## src/rtl/key_bus_calc.sv

```systemverilog
// Keypad operand bus consumer. It captures operands on a rising finish flag, runs a sequential ALU,
// and converts the result magnitude to 6 BCD digits.
module key_bus_calc #(
  parameter int unsigned CONV_CYCLES = 20,
  parameter int unsigned SEQ_CYCLES  = 16
) (
  input  logic        IN_clk,
  input  logic        IN_reset,
  input  logic [7:0]  IN_SRCH,
  input  logic [7:0]  IN_SRCL,
  input  logic [7:0]  IN_DSTH,
  input  logic [7:0]  IN_DSTL,
  input  logic [7:0]  IN_ALU_OP,
  input  logic [7:0]  IN_ctrl,
  output logic        OUT_wr,
  output logic [19:0] OUT_result,
  output logic [23:0] OUT_bcd,
  output logic        OUT_neg,
  output logic        OUT_err,
  output logic        OUT_busy,
  output logic        OUT_valid
);

  typedef enum logic [1:0] {IDLE, EXEC, CONV, DONE} state_t;

  state_t      state, state_nxt;
  logic        fin_hist;
  logic [15:0] a_reg, b_reg;
  logic [3:0]  op_reg;
  logic [31:0] acc, sh;
  logic [4:0]  cnt;
  logic [43:0] dd, dd_adj, dd_step;
  logic [19:0] res_q;
  logic [23:0] bcd_q;
  logic        neg_q, err_q;

  logic        trigger, seq_last, conv_last, is_div, div_zero, mul_ovf, div_ok;
  logic [31:0] mul_add;
  logic [17:0] div_diff;
  logic [15:0] rem_nxt, quo_nxt;
  logic        unused_bits;

  assign trigger   = (state == IDLE) && IN_ctrl[7] && !fin_hist;
  assign seq_last  = (cnt == 5'(SEQ_CYCLES - 1));
  assign conv_last = (cnt == 5'(CONV_CYCLES - 1));
  assign is_div    = (op_reg == 4'hD) || (op_reg == 4'hE);
  assign div_zero  = is_div && (cnt == '0) && (b_reg == '0);

  // Multiply: b_reg is consumed LSB-first while sh holds the shifted multiplicand.
  assign mul_add = b_reg[0] ? (acc + sh) : acc;
  assign mul_ovf = (mul_add > 32'd999999);

  // Divide: sh[15:0] shifts the dividend out and the quotient in, and acc[15:0] is the remainder.
  assign div_diff = {1'b0, acc[15:0], sh[15]} - {2'b00, b_reg};
  assign div_ok   = !div_diff[17];
  assign rem_nxt  = div_ok ? div_diff[15:0] : {acc[14:0], sh[15]};
  assign quo_nxt  = {sh[14:0], div_ok};

  always_comb begin
    dd_adj = dd;
    for (int unsigned i = 0; i < 6; i++) begin
      if (dd[20 + 4*i +: 4] >= 4'd5) dd_adj[20 + 4*i +: 4] = dd[20 + 4*i +: 4] + 4'd3;
    end
    dd_step = {dd_adj[42:0], 1'b0};
  end

  assign unused_bits = ^{IN_ALU_OP[7:4], IN_ctrl[6:0], div_diff[16], dd_adj[43]};

  always_ff @(posedge IN_clk or negedge IN_reset) begin
    if (!IN_reset) state <= IDLE;
    else           state <= state_nxt;
  end

  always_comb begin
    state_nxt = state;
    case (state)
      IDLE: if (trigger) state_nxt = EXEC;
      EXEC: begin
        case (op_reg)
          4'hA, 4'hB: state_nxt = CONV;
          4'hC:       if (seq_last) state_nxt = mul_ovf ? DONE : CONV;
          4'hD, 4'hE: begin
            if (div_zero)      state_nxt = DONE;
            else if (seq_last) state_nxt = CONV;
          end
          default:    state_nxt = DONE;
        endcase
      end
      CONV:    if (conv_last) state_nxt = DONE;
      DONE:    state_nxt = IDLE;
      default: state_nxt = IDLE;
    endcase
  end

  always_ff @(posedge IN_clk or negedge IN_reset) begin
    if (!IN_reset) begin
      fin_hist <= 1'b0;
      a_reg    <= '0;
      b_reg    <= '0;
      op_reg   <= '0;
      acc      <= '0;
      sh       <= '0;
      cnt      <= '0;
      dd       <= '0;
      res_q    <= '0;
      bcd_q    <= '0;
      neg_q    <= 1'b0;
      err_q    <= 1'b0;
    end else begin
      case (state)
        IDLE: begin
          fin_hist <= IN_ctrl[7];
          if (trigger) begin
            a_reg  <= {IN_SRCH, IN_SRCL};
            b_reg  <= {IN_DSTH, IN_DSTL};
            op_reg <= IN_ALU_OP[3:0];
            acc    <= '0;
            sh     <= {16'h0000, IN_SRCH, IN_SRCL};
            cnt    <= '0;
            neg_q  <= 1'b0;
            err_q  <= 1'b0;
          end
        end
        EXEC: begin
          case (op_reg)
            4'hA: begin
              res_q <= 20'(a_reg) + 20'(b_reg);
              dd    <= {24'h0, 20'(a_reg) + 20'(b_reg)};
              cnt   <= '0;
            end
            4'hB: begin
              if (b_reg > a_reg) begin
                res_q <= 20'(b_reg - a_reg);
                dd    <= {24'h0, 20'(b_reg - a_reg)};
                neg_q <= 1'b1;
              end else begin
                res_q <= 20'(a_reg - b_reg);
                dd    <= {24'h0, 20'(a_reg - b_reg)};
              end
              cnt <= '0;
            end
            4'hC: begin
              acc   <= mul_add;
              sh    <= {sh[30:0], 1'b0};
              b_reg <= {1'b0, b_reg[15:1]};
              cnt   <= cnt + 5'd1;
              if (seq_last) begin
                cnt <= '0;
                if (mul_ovf) begin
                  err_q <= 1'b1;
                  res_q <= '0;
                  bcd_q <= '0;
                end else begin
                  res_q <= mul_add[19:0];
                  dd    <= {24'h0, mul_add[19:0]};
                end
              end
            end
            4'hD, 4'hE: begin
              if (div_zero) begin
                err_q <= 1'b1;
                res_q <= '0;
                bcd_q <= '0;
              end else begin
                acc <= {16'h0000, rem_nxt};
                sh  <= {16'h0000, quo_nxt};
                cnt <= cnt + 5'd1;
                if (seq_last) begin
                  cnt   <= '0;
                  res_q <= (op_reg == 4'hD) ? {4'h0, quo_nxt} : {4'h0, rem_nxt};
                  dd    <= {24'h0, (op_reg == 4'hD) ? {4'h0, quo_nxt} : {4'h0, rem_nxt}};
                end
              end
            end
            default: begin
              err_q <= 1'b1;
              res_q <= '0;
              bcd_q <= '0;
            end
          endcase
        end
        CONV: begin
          dd  <= dd_step;
          cnt <= cnt + 5'd1;
          if (conv_last) bcd_q <= dd_step[43:20];
        end
        default: ;
      endcase
    end
  end

  assign OUT_wr     = (state == IDLE);
  assign OUT_busy   = (state != IDLE);
  assign OUT_valid  = (state == DONE);
  assign OUT_result = res_q;
  assign OUT_bcd    = bcd_q;
  assign OUT_neg    = neg_q;
  assign OUT_err    = err_q;

endmodule

```

## config.mk

```make
export PLATFORM = sky130hd
export DESIGN_NAME = key_bus_calc
export DESIGN_NICKNAME = d
export VERILOG_FILES = /design/src/rtl/key_bus_calc.sv
export SDC_FILE = /design/constraint.sdc
export NUM_CORES = 1
export LEC_CHECK = 0
export CORE_MARGIN = 5
export CORE_UTILIZATION = 61
export CTS_CLUSTER_SIZE = 16
export DETAILED_ROUTE_END_ITERATION = 10
export PLACE_DENSITY = 0.91
export SLEW_MARGIN = 20
export SYNTH_ARGS = -nofsm -noshare
export SYNTH_HDL_FRONTEND = slang
export SYNTH_SLANG_ARGS = --single-unit
```

## constraint.sdc

```tcl
create_clock -name IN_clk -period 5.4 [get_ports IN_clk]
set_clock_uncertainty 0.05 [all_clocks]
set_input_delay 0.81 -clock IN_clk [delete_from_list [all_inputs] [get_ports IN_clk]]
set_output_delay 0.81 -clock IN_clk [all_outputs]
set_load 0.01 [all_outputs]
```

==> results_dict.tcl, run 1 <==
set metrics [dict create \
    drt_iter0_markers 1486 \
    finalInstanceArea_mm2 0.01739 \
    powerDensity_mw_per_mm2 667.0 \
    preCtsSetupSlack_ps 592.4 \
    track_usage 0.3288 \
    arrival_ps 5240 \
    ys_seq_elements 198 \
    grt_max_degree 125 \
    top_regs "dd (44), acc (32), sh (32)" \
    synth_nets 2010 \
    p_comb_frac 0.675 \
    via_per_inst 6.698 \
    p_seq_frac 0.212 \
    synth.distinct_cells 84 \
    tightestPinTransition_ps 1271 \
    rows 58 \
    ios 99 \
    htreeDepth 4 \
    final-hold-violation-count 0 \
    num_antenna_cells 0 \
    core_mm2 0.02518 \
    cap_violations 0 \
    cts_made_buffers 17 \
    dp_hpwl_mm 35.39 \
    drtAntennaViolNets 0 \
    max-slew-margin-rel 0.1496 \
    initial_utilization 0.6190 \
    worstPathRequired_ps 5680 \
    rsz0062_at_grt "false" \
    grt_pass1_vias 14570 \
    ys_top_cells_by_count "nand2_1, dfrtp_1, o21ai_0" \
    clk_path_buf_depth 2 \
    highest_layer "met5" \
    wl_met3_mm 4.594 \
    top_register "dd" \
    path_class "reg -> reg" \
    worstSetupStartpointType "flip-flop" \
    yosysTopAreaCell "dfrtp_1" \
    crit_fanout 23 \
    gp_congestion 1.022 \
    wl_per_cell_um 21.47 \
    synth_warnings 0 \
    synth_edf_count 0 \
    grt_overflow 0 \
    clk_latency_ps 460 \
    detail_route.first_pass.iterations 6 \
    switching_share 0.5253 \
    seq_area_mm2 0.004956 \
    root_buffer "clkbuf_16" \
    p_leak_nw 7.789 \
    wirelength_mm 47.78 \
    drv_slew 0 \
    synth.most_common_cell "nand2_1" \
    fp.dieH_um 169.8 \
    antenna_found_initial 1 \
    ys.flop_type "dfrtp_1" \
    clk_pin_slew_worst_paths_ps 90 \
    tritoncts "done" \
    synthCells 1839 \
    areaGrowthSynthToFinish_pct 11.59 \
    layout_setup_ws_ps 440.8 \
    setup_violations 0 \
    status "complete, no violations" \
    die_width_um 169.8 \
    final_nets 2053 \
    fin_tns_setup_ps 0 \
    clockPowerShare 0.113 \
    fin_crit_ps 4959 \
    max_freq_mhz 201.6 \
    ctsHoldBuffers 0 \
    avgSynthCellArea_um2 8.475 \
    fin_crit_sh 0.9184 \
    placed_area_mm2 0.01679 \
    cp-end-kind "flip-flop" \
    holdWs_ps 318.4 \
    met1_length_mm 18.46 \
    multiInputGateArea_mm2 0.009873 \
    post-cts-setup-buffers 0 \
    ys_top_cells_by_area "dfrtp_1, ha_1, nand2_1, o21ai_0, a21oi_1" \
    met2_length_mm 22.36 \
    largest_reg_flops 44 \
    clkSinkCount 198 \
    placement.io_buffers 87 \
    min_path_type "in -> async" \
    peakVddDrop_mv 0.6197 \
    p_sw_mw 6.094 \
    mappedNetlistArea_mm2 0.01559 \
    drive_gt1_frac 0.07863 \
    p_int_mw 5.507 \
    synth_top_area_frac 0.3179 \
    fillCellCount 1944 \
    grt_pass1_wl_mm 76.49 \
    async_flop_share 1.000 \
    total_power_mw 11.60 \
    die_area_mm2 0.02885 \
    ctsResizeCount 0 \
    drc_errors 0 \
    ys_seq_area_frac 0.3179 \
    vias 14900 \
]
## path summary, 6_finish.rpt
path / start / end / depth (start not counted) / slack (ps)
max: acc[0] / OUT_bcd[22] / 17 / 440
min: IN_reset / OUT_bcd[8] / 1 / 320
max reg2reg: acc[0] / OUT_bcd[22] / 17 / 440
min reg2reg: dd[13] / dd[13] / 1 / 440
max in group asynchronous: IN_reset / b_reg[14] / 2 / 3850
min in group IN_clk: dd[13] / dd[13] / 1 / 440
## metal layers
| metal | track usage | up-vias |
|---|---|---|
| met5 | 0 | - |
| met1 | 0.4157 | 7090 |
| li1 | - | 6746 |
| met3 | 0.05923 | 203 |
| met4 | 0.1540 | 2 |
| met2 | 0.5488 | 863 |
## power groups by stage
stage	registers, mW	logic, mW	clock network [mW]
after global placement	2.43	7.34	0
after floorplan	2.24	5.58	0
after CTS	2.43	7.60	1.33
final	2.46	7.83	1.32
after global routing	2.50	8.41	1.38
after detailed placement	2.45	7.54	0
## worst max-delay path, stage by stage (launching register included)
cell,delay (ps)
dfrtp_1,450
ha_1,260
inv_1,80
fa_1,410
nand2b_1,200
a21oi_1,270
o21ai_0,180
a211oi_1,480
o21ai_1,270
o21ai_0,250
xor2_1,140
o31ai_1,430
nand4_4,310
buf_4,250
nor2_4,130
o31ai_4,90
buf_4,250
mux2_4,330
## placed cells by master (no fill, tap or decap), types with 36 or more instances in the layout
cell type | Yosys | final
nand2_1 | 204 | 204
dfrtp_1 | 198 | 197
o21ai_0 | 147 | 146
a21oi_1 | 145 | 144
nor2_1 | 138 | 137
ha_1 | 116 | 115
inv_1 | 94 | 94
clkdlybuf4s50_1 | 0 | 86
mux2i_1 | 65 | 65
a21o_1 | 44 | 43
xnor2_1 | 39 | 39
buf_4 | 0 | 37
nand3_1 | 36 | 36
## area by class of cell
cell class                 instances  share of cell area
multi-input combinational       1445              0.5677
sequential                       198              0.2849
timing repair buffer             126             0.06856
clock buffer                      17             0.02446
tap                              330             0.02374
inverter                          94             0.02029
clock inverter                    15             0.01036
## stage by stage
stage	cells	utilization
3_5_place_dp	2193	0.6667
3_3_place_gp	2193	0.6666
2_1_floorplan	1839	-
5_1_grt	2225	0.6907
4_1_cts	2225	0.6907
6_report	2225	0.6907
## logic make-up (layout without fill, tap and decap cells)
family | count (synthesis) | in the layout | synth area share
AOI/OAI and AO/OA | 613 | 613 | 0.2551
and+or+nand+nor | 526 | 526 | 0.1548
DFF | 198 | 198 | 0.3179
buffers and inverters | 196 | 252 | 0.04985
adders and majority gates | 121 | 121 | 0.09954
muxes | 117 | 117 | 0.08461
xor gates and xnor gates | 68 | 68 | 0.03821
Note: power is estimated with default switching activity, not from simulation.
==> inputs of run 2 (changes only) <==
--- a/config.mk
+++ b/config.mk
@@ -6,11 +6,12 @@
 export NUM_CORES = 1
 export LEC_CHECK = 0
 export CORE_MARGIN = 5
-export CORE_UTILIZATION = 61
+export CORE_UTILIZATION = 45
 export CTS_CLUSTER_SIZE = 16
 export DETAILED_ROUTE_END_ITERATION = 10
-export PLACE_DENSITY = 0.91
+export PLACE_DENSITY = 0.72
 export SLEW_MARGIN = 20
 export SYNTH_ARGS = -nofsm -noshare
 export SYNTH_HDL_FRONTEND = slang
 export SYNTH_SLANG_ARGS = --single-unit
+export TNS_END_PERCENT = 50
==> run 2 against run 1 <==
Against the previous run:
- final cell count is 5.8% higher
- clock-buffer cell count is 1 higher
- worst setup slack better by 65 ps
- die area is 33% higher
- clock power hardly changed
- sequential power hardly changed
- first-iteration DRC count is 10% lower
- highest routed layer unchanged
- critical endpoint is now dd[9]
- non-clock buffer count is 5 higher
==> results_dict.tcl, run 2 (synthesis results as in run 1) <==
set metrics [dict create \
    status "complete, no violations" \
    max_stage_delay_ps 430 \
    worstPathCellList "ha_1 > inv_1 > fa_1 > nand2b_1 > a21oi_1 > o21ai_0 > a211oi_1 > buf_4 > o21ai_1 > buf_4 > xor2_1 > a21oi_1 > nor4b_2 > nand4_4 > buf_4 > a31o_4 > buf_4 > o31ai_1" \
    drv_slew 0 \
    slowest_stage "dfrtp_1" \
    fin_tns_setup_ps 0 \
    cp_common_cell "buf_4" \
    antenna_found_initial 1 \
    peakVddDrop_mv 0.4221 \
    total_power_mw 11.61 \
    rr_startpoint "acc[0]" \
    die_width_um 196.1 \
    clk_path_buf_depth 2 \
    via_per_inst 6.136 \
    powerDensity_mw_per_mm2 661.3 \
    ctsResizeCount 0 \
    post-cts-setup-buffers 0 \
    htreeDepth 4 \
    setup_violations 0 \
    fp.dieH_um 196.1 \
    tritoncts "done" \
    grt_overflow 0 \
    track_usage 0.2533 \
    ctsHoldBuffers 0 \
    wirelength_mm 48.87 \
    grt_pass1_vias 14090 \
    top_register "dd" \
    clkSinkCount 198 \
    fin_crit_ps 4894 \
    detail_route.first_pass.iterations 6 \
    crit_buf_inv 5 \
    worstSetupStartpointType "flip-flop" \
    finalInstanceArea_mm2 0.01756 \
    arrival_ps 5230 \
    layout_commonest_cell "nand2_1" \
    min_path_type "in -> async" \
    cts_made_buffers 17 \
    path_class "reg -> reg" \
    largest_reg_flops 44 \
    placement.io_buffers 87 \
    final_nets 2058 \
    grt_pass1_wl_mm 78.32 \
    drc_errors 0 \
    rr_endpoint "dd[9]" \
    crit_fanout 33 \
    grt_max_degree 108 \
    drt_iter0_markers 1332 \
    cap_violations 0 \
    clk_pin_slew_worst_paths_ps 90 \
    max_freq_mhz 204.3 \
    stdcell_count 2355 \
    placedCellCount 2323 \
    root_buffer "clkbuf_16" \
    max-slew-margin-rel 0.3019 \
    rrSetupSlack_ps 510 \
    clk_latency_ps 470 \
    wl_per_cell_um 20.75 \
    final-hold-violation-count 0 \
    p_leak_nw 7.809 \
    mostFrequentLayoutCells "nand2_1, dfrtp_1, o21ai_0, a21oi_1, nor2_1" \
    drive_gt1_frac 0.08105 \
    placed_area_mm2 0.01696 \
    die_area_mm2 0.03846 \
    dp_hpwl_mm 36.87 \
    cp-end-kind "flip-flop" \
    num_antenna_cells 0 \
    drtAntennaViolNets 0 \
    ios 99 \
    crit_cells 18 \
    cp_top_family "compound AO/OA/AOI/OAI gates" \
    rows 68 \
    fin_crit_sh 0.9064 \
    initial_utilization 0.4534 \
    core_mm2 0.03437 \
    r2r_cells 18 \
    gp_congestion 0.9930 \
    vias 14450 \
    top_regs "dd (44), acc (32), sh (32)" \
    fillCellCount 3294 \
    tightestPinTransition_ps 1040 \
    holdWs_ps 384.3 \
    areaGrowthSynthToFinish_pct 12.64 \
    worstPathRequired_ps 5730 \
    rsz0062_at_grt "false" \
]
==> run 2: changes by cell type in the layout (fill, tap and decap cells not counted), sizes merged <==
cell / previous run / this run
buf: 39 / 44
inv: 101 / 103
clkinv: 5 / 3
clkinvlp: 3 / 2
clkbuf: 18 / 19
==> run 2: cell type report <==
class	instances	area, um2	share of cell area
flip-flops and latches	198	4956	0.2823
repair buffers	131	1212	0.06906
well taps	455	569.3	0.03243
clock inverters	14	152.6	0.008695
inverters	94	352.8	0.02010
multi-input cells	1445	9873	0.5624
clock buffers	18	439.2	0.02502
==> run 2: power by group <==
group | internal (mW) | total, mW | switching, mW
sequential | 1.89 | 2.46 | 0.568
clock | 0.634 | 1.32 | 0.689
combinational | 2.98 | 7.83 | 4.85
total | 5.51 | 11.6 | 6.10
==> run 2: per-layer routing <==
metal,vias up,GRT usage,part of all wire
li1,6750,-,-
met2,576,0.4045,0.46
met5,-,0,0.00025
met4,2,0.08999,0.034
met3,113,0.04620,0.074
met1,7009,0.3462,0.44
==> run 2: worst max-delay path by stage <==
stage,start,slack (ps),to
finish,acc[0],510,dd[9]
global route,acc[0],130,dd[9]
CTS,acc[0],550,dd[9]
detailed placement,acc[0],590,dd[9]
global placement,acc[0],500,OUT_bcd[6]
floorplan,acc[0],1560,OUT_bcd[10]
==> run 2: stage by stage <==
stage,util,worst slack (ps)
after floorplan,-,1561
after global placement,0.4930,496.0
after detailed placement,0.4935,591.2
after CTS,0.5107,546.9
after global routing,0.5107,128.2
final,0.5107,505.6
==> inputs of run 3 (changes only) <==
--- a/config.mk
+++ b/config.mk
@@ -9,6 +9,7 @@
 export CORE_UTILIZATION = 45
 export CTS_CLUSTER_SIZE = 16
 export DETAILED_ROUTE_END_ITERATION = 10
+export GPL_TIMING_DRIVEN = 0
 export PLACE_DENSITY = 0.72
 export SLEW_MARGIN = 20
 export SYNTH_ARGS = -nofsm -noshare
==> run 3 against run 2 <==
Against the previous run:
- worst setup slack worse by 420 ps
- first-iteration DRC count increased by 12%
- via count increased by 2.7%
- utilization increased by 0.55 points
- sequential power about the same
- power grew 4.7%
- maximum frequency shrank 7.9%
- die area stayed put
- final cell count is 2.5% higher
- non-clock buffer count grew 59
- sequential cell count did not move
- critical endpoint is now OUT_result[10]
==> results_dict.tcl, run 3 (synthesis results as in run 1) <==
set metrics [dict create \
    tritoncts "done" \
    placed_area_mm2 0.01710 \
    path_class "reg -> reg" \
    min_path_type "in -> async" \
    worstPathCellList "clkbuf_1 > buf_2 > clkbuf_1 > clkbuf_2 > nor4_1 > nand2_1 > nor2_1 > nand2_1 > nand2_1 > o21ai_0 > clkbuf_1 > clkbuf_1 > nor2_1 > a41oi_1" \
    ctsHoldBuffers 0 \
    vias 14840 \
    total_power_mw 12.16 \
    drv_slew 0 \
    r2r_cells 14 \
    clk_pin_slew_worst_paths_ps 90 \
    top_regs "dd (44), acc (32), sh (32)" \
    grt_pass1_vias 14590 \
    track_usage 0.2878 \
    cts_made_buffers 17 \
    p_leak_nw 7.818 \
    max-slew-margin-rel 0.3015 \
    rrSetupSlack_ps 90 \
    setup_violations 0 \
    htreeDepth 4 \
    root_buffer "clkbuf_16" \
    fp.dieH_um 196.1 \
    fin_crit_sh 0.9838 \
    arrival_ps 5620 \
    final_nets 2117 \
    powerDensity_mw_per_mm2 685.3 \
    gp_congestion 1.033 \
    final-hold-violation-count 0 \
    initial_utilization 0.4534 \
    cp_common_cell "clkbuf_1" \
    dp_hpwl_mm 44.29 \
    crit_fanout 10 \
    top_register "dd" \
    drc_errors 0 \
    grt_pass1_wl_mm 86.47 \
    cap_violations 0 \
    rows 68 \
    clk_path_buf_depth 2 \
    die_width_um 196.1 \
    status "complete, no violations" \
    clkSinkCount 198 \
    fin_tns_setup_ps 0 \
    drive_gt1_frac 0.06279 \
    detail_route.first_pass.iterations 5 \
    slowest_stage "o21ai_0" \
    p_int_mw 5.468 \
    peakVddDrop_mv 0.3752 \
    wl_per_cell_um 23.38 \
    antenna_found_initial 1 \
    drt_iter0_markers 1490 \
    die_area_mm2 0.03846 \
    wirelength_mm 56.46 \
    fillCellCount 3335 \
    worstSetupStartpointType "flip-flop" \
    rsz0062_at_grt "true" \
    largest_reg_flops 44 \
    core_mm2 0.03437 \
    mostFrequentLayoutCells "nand2_1, dfrtp_1, o21ai_0, a21oi_1, nor2_1" \
    rr_endpoint "OUT_result[10]" \
    switching_share 0.5504 \
    p_sw_mw 6.693 \
    fin_crit_ps 5312 \
    clk_latency_ps 480 \
    rr_startpoint "b_reg[0]" \
    p_seq_frac 0.202 \
    holdWs_ps 197.9 \
    clockPowerShare 0.115 \
    cp-end-kind "flip-flop" \
    worstPathRequired_ps 5710 \
    ios 99 \
    via_per_inst 6.147 \
    grt_overflow 0 \
    finalInstanceArea_mm2 0.01775 \
    p_comb_frac 0.682 \
    max_freq_mhz 188.2 \
    max_stage_delay_ps 560 \
    layout_commonest_cell "nand2_1" \
    placement.io_buffers 87 \
    areaGrowthSynthToFinish_pct 13.86 \
    grt_max_degree 80 \
    tightestPinTransition_ps 1041 \
    drtAntennaViolNets 0 \
]
==> run 3: cell count changes in the layout (fill, tap and decap cells not counted), moves of 3 or more <==
cell      before  now
inv_12         0    4
buf_6          0    4
clkbuf_1       0   72
buf_4         43    0
clkinv_8       3    6
buf_2          0    9
buf_1          0   15
inv_6          5    2
==> run 3: power by group through the flow <==
stage	clock (mW)	sequential, mW	combinational [mW]
after detailed placement	0	2.46	8.08
after floorplan	0	2.24	5.58
after CTS	1.41	2.44	8.11
final	1.40	2.46	8.30
after global routing	1.46	2.50	8.91
after global placement	0	2.45	7.98
==> run 3: worst max-delay path by stage <==
stage                         from        endpoint  cells after the start
after CTS                 b_reg[0]  OUT_result[10]                     14
final                     b_reg[0]  OUT_result[10]                     14
after detailed placement  b_reg[0]           dd[9]                     17
after floorplan             acc[0]     OUT_bcd[10]                     16
after global placement    IN_reset        a_reg[9]                      1
after global routing      b_reg[0]           dd[9]                     16
==> run 3: per-layer routing <==
layer	global-route usage	vias to the layer above	wire, um
li1	-	6846	-
met4	0.1303	2	2869
met3	0.04379	139	4049
met5	0	-	13
met2	0.4694	634	25840
met1	0.3789	7223	23690
==> run 3: repair_timing <==
action | CTS | global route
buffers inserted | 0 | 0
pin swaps | 0 | 0
endpoints found under the setup margin | 6 | 49
resized for setup | 0 | 2
==> run 3: worst max-delay path, delay by kind of cell (launching register included) <==
kind,cells,cell delay [ps]
buffers and inverters,6,2730
and+or+nand+nor,6,990
DFF,1,540
AOI/OAI and AO/OA,2,870
==> run 3: through the flow <==
step / worst slack [ps] / std cells / utilization
after global routing: -6.072 / 2414 / 0.5162
final: 87.72 / 2415 / 0.5163
after CTS: 101.7 / 2414 / 0.5159
after floorplan: 1561 / 1839 / -
after detailed placement: -85.72 / 2383 / 0.4975
after global placement: -5133 / 2381 / 0.4953
==> run 3: area by class of cell <==
cell class / instances / area [um2] / area share
clock buffer: 17 / 425.4 / 0.02397
tap: 455 / 569.3 / 0.03208
antenna: 1 / 2.502 / 0.0001410
clock inverter: 15 / 211.5 / 0.01192
inverter: 94 / 352.8 / 0.01988
timing repair buffer: 89 / 930.9 / 0.05246
sequential: 198 / 4955 / 0.2792
multi-input combinational: 1445 / 9877 / 0.5566
buffer: 101 / 421.7 / 0.02376
